File: config.mk
export PLATFORM = sky130hd
export DESIGN_NAME = fetch_queue
export DESIGN_NICKNAME = d
export VERILOG_FILES = /design/src/rtl/fetch_queue_pkg.sv /design/src/rtl/fetch_queue_buf.sv /design/src/rtl/fetch_queue.sv
export SDC_FILE = /design/constraint.sdc
export NUM_CORES = 1
export LEC_CHECK = 0
export BUFFER_PORTS_ARGS = -buffer_cell sky130_fd_sc_hd__buf_2
export CAP_MARGIN = 20
export CELL_PAD_IN_SITES_DETAIL_PLACEMENT = 1
export CELL_PAD_IN_SITES_GLOBAL_PLACEMENT = 2
export CORE_MARGIN = 8
export CORE_UTILIZATION = 43
export DETAILED_ROUTE_END_ITERATION = 12
export GPL_TIMING_DRIVEN = 0
export HOLD_SLACK_MARGIN = 0.1
export PLACE_DENSITY = 0.79
export SETUP_SLACK_MARGIN = 0.4
export SKIP_LAST_GASP = 1
export SYNTH_ARGS = -nofsm -noshare
export SYNTH_HDL_FRONTEND = slang
export SYNTH_HIERARCHICAL = 1
export SYNTH_SLANG_ARGS = --single-unit
File: constraint.sdc
create_clock -name clk -period 8.1 [get_ports clk]
set_input_delay 0.81 -clock clk [delete_from_list [all_inputs] [get_ports clk]]
set_output_delay 0.81 -clock clk [all_outputs]
set_load 0.03 [all_outputs]
File: src/rtl/fetch_queue_pkg.sv
// ============================================================================
// Module      : fetch_queue_pkg
// Description : Shared constants for the instruction fetch queue: machine
//               word width, its log2, boolean constants and the NOP encoding
//               (addi x0, x0, 0) presented to decode when no entry is valid.
// Revision    : 1.0 - initial release
// ============================================================================
`default_nettype none

package fetch_queue_pkg;

    localparam int          XLEN       = 32;
    localparam int          XLEN_WIDTH = 5;
    localparam logic        TRUE       = 1'b1;
    localparam logic        FALSE      = 1'b0;
    localparam logic [31:0] INST_NOP   = 32'h0000_0013;

endpackage : fetch_queue_pkg

`default_nettype wire

File: src/rtl/fetch_queue_buf.sv
// ============================================================================
// Module      : fetch_queue_buf
// Description : Entry storage for the fetch queue. DEPTH x WIDTH register
//               array, one synchronous write port, one combinational read
//               port, no reset (contents are qualified by the queue count).
// Ports       : clk   - clock
//               we    - write enable
//               waddr - write index
//               wdata - write data ({address, instruction})
//               raddr - read index
//               rdata - read data, combinational
// Revision    : 1.0 - initial release
// ============================================================================
`default_nettype none

module fetch_queue_buf #(
    parameter int DEPTH = 4,
    parameter int WIDTH = 64
) (
    input  logic                     clk,
    input  logic                     we,
    input  logic [$clog2(DEPTH)-1:0] waddr,
    input  logic [WIDTH-1:0]         wdata,
    input  logic [$clog2(DEPTH)-1:0] raddr,
    output logic [WIDTH-1:0]         rdata
);

    logic [WIDTH-1:0] mem [DEPTH];

    always_ff @(posedge clk) begin
        if (we) begin
            mem[waddr] <= wdata;
        end
    end

    assign rdata = mem[raddr];

endmodule : fetch_queue_buf

`default_nettype wire

File: src/rtl/fetch_queue.sv
// ============================================================================
// Module      : fetch_queue
// Description : Instruction fetch queue. A fetch PC addresses a combinational
//               instruction RAM; each fetched word is queued together with its
//               address and handed to decode in strict fetch order. A jump
//               flushes the queue and redirects the fetch PC.
// Config      : FETCH_QUEUE_BYPASS_EN - when defined, an empty queue presents
//               the RAM word to decode in the same cycle it is fetched.
// Ports       : clk       - clock (rising edge)
//               rst       - asynchronous active-high reset
//               jump      - redirect request
//               jump_addr - redirect target (low two bits ignored)
//               ram_addr  - instruction RAM read address
//               ram_data  - instruction RAM read data (same cycle)
//               out_valid - head entry available
//               out_inst  - head instruction word
//               out_addr  - head instruction address
//               out_ready - decode accepts the head this cycle
// Revision    : 1.0 - initial release
// ============================================================================
`default_nettype none

module fetch_queue
    import fetch_queue_pkg::*;
#(
    parameter int              DEPTH      = 4,
    parameter logic [XLEN-1:0] RESET_ADDR = 32'h0000_0000
) (
    input  logic            clk,
    input  logic            rst,
    input  logic            jump,
    input  logic [XLEN-1:0] jump_addr,
    output logic [31:0]     ram_addr,
    input  logic [31:0]     ram_data,
    output logic            out_valid,
    output logic [31:0]     out_inst,
    output logic [31:0]     out_addr,
    input  logic            out_ready
);

    localparam int             PW      = $clog2(DEPTH);
    localparam int             CW      = PW + 1;
    localparam logic [CW-1:0]  COUNT_MAX = CW'(DEPTH);
    localparam logic [31:0]    ALIGN_MASK = 32'hFFFF_FFFC;

    logic [PW-1:0] head;
    logic [PW-1:0] tail;
    logic [CW-1:0] count;
    logic [31:0]   fetch_pc;
    logic [63:0]   head_entry;

    logic queue_valid;
    logic bypass;
    logic bypass_take;
    logic pop;
    logic push;
    logic advance;

    assign queue_valid = (count != '0);

`ifdef FETCH_QUEUE_BYPASS_EN
    // Gated by rst so outputs stay idle for the whole reset interval.
    assign bypass      = !rst && !queue_valid && !jump;
`else
    assign bypass      = 1'b0;
`endif

    // A bypassed word that decode takes is consumed and never enters storage.
    assign bypass_take = bypass && out_ready;
    assign pop         = queue_valid && out_ready && !jump;
    assign push        = !jump && !bypass_take && ((count != COUNT_MAX) || pop);
    assign advance     = push || bypass_take;

    always_ff @(posedge clk or posedge rst) begin
        if (rst) begin
            fetch_pc <= RESET_ADDR & ALIGN_MASK;
            head     <= '0;
            tail     <= '0;
            count    <= '0;
        end else if (jump) begin
            fetch_pc <= jump_addr & ALIGN_MASK;
            head     <= '0;
            tail     <= '0;
            count    <= '0;
        end else begin
            if (advance) begin
                fetch_pc <= fetch_pc + 32'd4;
            end
            if (push) begin
                tail <= tail + PW'(1);
            end
            if (pop) begin
                head <= head + PW'(1);
            end
            if (push && !pop) begin
                count <= count + CW'(1);
            end else if (pop && !push) begin
                count <= count - CW'(1);
            end
        end
    end

    fetch_queue_buf #(
        .DEPTH (DEPTH),
        .WIDTH (64)
    ) u_buf (
        .clk   (clk),
        .we    (push),
        .waddr (tail),
        .wdata ({fetch_pc, ram_data}),
        .raddr (head),
        .rdata (head_entry)
    );

    assign ram_addr = fetch_pc;

    always_comb begin
        out_valid = 1'b0;
        out_inst  = INST_NOP;
        out_addr  = '0;
        if (queue_valid) begin
            out_valid = 1'b1;
            out_inst  = head_entry[31:0];
            out_addr  = head_entry[63:32];
        end else if (bypass) begin
            out_valid = 1'b1;
            out_inst  = ram_data;
            out_addr  = fetch_pc;
        end
    end

endmodule : fetch_queue

`default_nettype wire

Word level (Yosys, flattened, before mapping)
Memory sizes are Yosys's and may differ from the RTL's.
Index checks and enable logic that the tools add are counted.
Storage, ports and cells
  bits in registers: 39
  bits in latches: 0
  memory bits (writable): 256
  memory bits (read-only): 0
  memories kept: 1
Cells by class
  add/subtract/negate cells: 5
  $mul: 0
  div/mod/pow operators: 0
  order comparisons: 0
  equal/unequal tests: 1
  shift-type cells: 0
  mux-type cells: 14
  bitwise operators: 0
  reductions and logical operators: 13
Memory list
  u_buf.mem: depth 4, bits a word 64, read ports 1, clocked after Yosys merged registers in 0, wr ports 1, line fetch_queue_buf.sv:28  | logic [WIDTH-1:0] mem [DEPTH];
Operators with widths (count)
  $mux W32: 4
  $add A32 B3 Y32 const B: 1
  $mux W3: 3
  $mux W2: 4
  $reduce_bool A3 Y1: 2
  $logic_and A1 B1 Y1: 5
  $add A2 B1 Y2 const B: 2
  $reduce_bool A2 Y1: 2
  $add A3 B1 Y3 const B: 1
  $logic_not A1 Y1: 3
  $mux W1: 3
  $ne A3 B3 Y1 const B: 1
  $sub A3 B1 Y3 const B: 1
  $logic_or A1 B1 Y1: 1

Logic depth before layout (Yosys ltp)
  depth after elaboration: 10
  mapped depth: 9

Hierarchy
The synthesis kept the hierarchy.
Modules (own cells, without submodules)
  fetch_queue_buf: times used 1, cells each 338, area each 9341.5 µm²
  fetch_queue: times used 1, cells each 308, area each 2596.2 µm²

Least setup slack after synthesis
Ideal clock, no wire load.
  path kind: input -> register
  from: in out_ready
  to: mem u_buf.mem[0][0] (enable)
  library setup time: 0.578 ns
  data arrival time: 5.923 ns
  data required time: 7.522 ns
  path slack: 1.599 ns
  cell stages on the path: 5
  cell sequence: buf_2 -> nor2_1 -> a21o_1 -> inv_1 -> nor3b_1
Between the ends
  word-level cells in the longest chain between the ends: 6
RTL lines
  from (decl): line fetch_queue.sv:38  | input logic out_ready
  $logic_and A1 B1 Y1 (2 in a row): line fetch_queue.sv:70  | assign pop = queue_valid && out_ready && !jump;
  $logic_or A1 B1 Y1: line fetch_queue.sv:71  | assign push = !jump && !bypass_take && ((count != COUNT_MAX) || pop);
  $logic_and A1 B1 Y1: line fetch_queue.sv:71
  named net advance: line fetch_queue.sv:57  | logic advance;
  $mux W1: line fetch_queue_buf.sv:31  | if (we) begin
  $mux W1 (implied by the code): line fetch_queue_buf.sv:32  | mem[waddr] <= wdata;
  to (decl): line fetch_queue_buf.sv:28
The timed path passes the listed nets, and every way through them passes these cells.

Worst setup path after layout
  from: reg count[2]
  to: out out_inst[7]
Between the ends
  word-level cells in the longest chain between the ends: 2
RTL lines
  from (decl): line fetch_queue.sv:48  | logic [CW-1:0] count;
  from (signal assigned): line fetch_queue.sv:96  | count <= count + CW'(1);
  from (signal assigned): line fetch_queue.sv:98  | count <= count - CW'(1);
  $reduce_bool A3 Y1: line fetch_queue.sv:59  | assign queue_valid = (count != '0);
  $mux W32: line fetch_queue.sv:121  | if (queue_valid) begin
  to (decl): line fetch_queue.sv:36  | output logic [31:0] out_inst,
No other way between the ends.

==> impl_metrics.csv <==
group,metric,value,unit
clock_tree,clk_pin_slew,60,ps
synth,synthTopCellsByCount,"edfxtp_1 (256), and2_1 (64), mux4_2 (60), nand2_1 (42), dfrtp_1 (37)",
synth,syn_inst,646,
finish,syn2layout_area_growth,22.2,%
sta,fmax,0.285,GHz
worst_setup_path,start_kind,"register",
status,outcome,"finished, final reports clean",
floorplan,core-area,0.0276,mm2
synth,synth-edff-count,256,
worst_setup_path,worstReg2RegStart,"count[2]",
clock_tree,clk_latency,500,ps
synth,synth_seq_area_share,72.2,%
power,vdd_drop_max,0.143,mV
floorplan,fp.dieH,183,um
synth,avgSynthCellArea,18.5,um2
finish,post-route-util,52.9,%
synth,yosys_warnings,6,
global_route,grt_pass1_wl,44.3,mm
sta,hold_viol_final,0,
sta,setup_viol,0,
global_route,grt_max_degree,42,
sta,grt_setup_unrepaired,"false",
global_route,overflow,0,
finish,drive_above_1_share,35.3,%
route,drc,0,
clock_tree,cts_resized,0,
finish,diodes,0,
sta,max-slew-margin-rel,41.9,%
clock_tree,holdBufCountCts,0,
floorplan,die-area,0.0334,mm2
route,drt-total-wl,28.7,mm
sta,timing.final.crit_share,43.3,%
worst_setup_path,arrival,2700,ps
placement,dp.cells,1203,
synth,synth_area_leaders,"edfxtp_1 (64%), mux4_2 (11%), dfrtp_1 (7.8%)",
synth,yosysUniqueCellTypes,47,
clock_tree,post_cts_buffers,0,
floorplan,io_pins,165,
run,max_cap_violations,0,
worst_setup_path,path_max_fanout,10,
sta,fin_crit,3510,ps
global_route,grt_util_all_layers,17.3,%
finish,final_cells,1265,
floorplan,start_util,43.3,%
global_route,grt_pass1_vias,7584,
hold_path,min_path_type,"input port to async pin",
synth,synthFlopType,"edfxtp_1",
route,drtAntennaViolNets,0,
route,vias_per_cell,5.24,
power,cellLeakagePower,0.00527,uW
clock_tree,cts_buffer_depth,3,
worst_setup_path,end_kind,"output pin",
worst_setup_path,reg2regPathDepth,8,
worst_setup_path,crit_required,7290,ps
global_route,grt_antenna_before_repair,0,
synth,ys_seq_elements,293,
clock_tree,cts_tree,"done",
worst_setup_path,r2r_slack,5610,ps
synth,synth_top_area_share,64.4,%
sta,maxSlewViolCount,0,
placement,portBuffers,160,
route,dr.pass1.iters,4,
route,num_vias,6628,
worst_setup_path,path_class,"register to output pin",
finish,fin_nets,931,
clock_tree,clock-sinks,293,
finish,final.fill_count,2600,
synth,synth.most_common_cell,"edfxtp_1",
worst_setup_path,crit_start,"count[2]",
synth,yosysTopAreaCell,"edfxtp_1",
route,drt_iter0_drc,348,
route,routedWlPerCell,22.7,um
floorplan,fp.dieW,183,um
worst_setup_path,r2r-end,"u_buf/mem[0][10]",
clock_tree,clockRootBuffer,"clkbuf_16",
placement,dp_hpwl,19.2,mm
power,powerDensity,341,mW/mm2
synth,async_flop_share,12.6,%
sta,skew,6.93,ps
floorplan,rows,61,
synth,syn_area,0.0119,mm2
placement,place_congestion,0.770,
sta,tightest_slew,870,ps
clock_tree,htree_levels,2,
clock_tree,cts_inserted_buffers,34,
power by group:
group | switching [uW] | leakage (uW) | internal [uW]
Clock | 583 | 0.000556 | 991
Sequential | 93.9 | 0.00281 | 1850
Combinational | 918 | 0.00190 | 547
how the worst max path moves through the flow:
stage / end / slack [ps] / cells past startpoint
6_report: out_inst[7] / 4590 / 6
5_1_grt: out_inst[7] / 4420 / 6
4_1_cts: out_inst[7] / 4520 / 6
3_5_place_dp: out_inst[7] / 5080 / 6
3_3_place_gp: u_buf/mem[0][25] / -2480 / 6
2_1_floorplan: u_buf/mem[0][0] / 1600 / 5
critical path: stages (launching register included):
cell and delay [ps]:
dfrtp_1 480, inv_2 150, nand2_1 150, clkbuf_1 510, clkbuf_1 470, and2_1 220, buf_2 200
registers in the layout, indices dropped and copies added, names as in the netlist:
name	count
tail	2
u_buf/mem	256
ram_addr	30
count	3
head	2
layer usage:
metal / wire [um] / GRT usage [%]
met1: 12500 / 21.8
met2: 14200 / 30.0
met3: 1490 / 4.04
met4: 491 / 4.00
met5: 0 / 0
logic make-up (layout without fill, tap and decap cells):
| family | after synthesis | after routing | share of synthesized area, % |
|---|---|---|---|
| flip-flops | 293 | 293 | 72.2 |
| AND/OR/NAND/NOR | 167 | 167 | 8.24 |
| multiplexers | 66 | 66 | 12.4 |
| AO/OA/AOI/OAI | 44 | 44 | 2.24 |
| buffers and inverters | 41 | 273 | 2.34 |
| XOR/XNOR | 32 | 32 | 2.35 |
| adder cells (fa/ha/maj) | 2 | 2 | 0.272 |
| other | 1 | 10 | 0.0314 |
cell usage in the layout (no fill, tap or decap), drive strengths merged, types with 4 or more instances in the layout:
master and count:
edfxtp 256, buf 188, and2 64, mux4 64, clkbuf 62, nand2 42, dfrtp 37, o21ai 30
xor2 20, nand4 13, xnor2 12, nand3 10, conb 10, and3 9, inv 8, clkinv 8
nor2 7, a21oi 5, bufinv 5, nor3 5, nand2b 4, nor3b 4
cell type report:
| cell class | instances | area (um2) | area share, % |
|---|---|---|---|
| clock buffers | 47 | 963 | 6.61 |
| flip-flops and latches | 293 | 8610 | 59.1 |
| clock inverters | 15 | 198 | 1.36 |
| repair buffers | 170 | 962 | 6.60 |
| well taps | 378 | 473 | 3.24 |
| multi-input cells | 321 | 3100 | 21.2 |
| plain buffers | 33 | 249 | 1.71 |
| inverters | 8 | 30.0 | 0.206 |
stage by stage:
step	power (uW)	setup slack [ps]	setup TNS [ps]	instance area [um2]	hold slack (ps)
finish	4980	4590	0	14600	495
global route	5200	4420	0	14600	515
CTS	5060	4520	0	14600	496
detailed placement	3470	5080	0	13400	559
global placement	3430	-2480	-158500	13200	521
floorplan	2980	1600	0	12000	504
No activity file was read; power rests on OpenSTA's default activity.
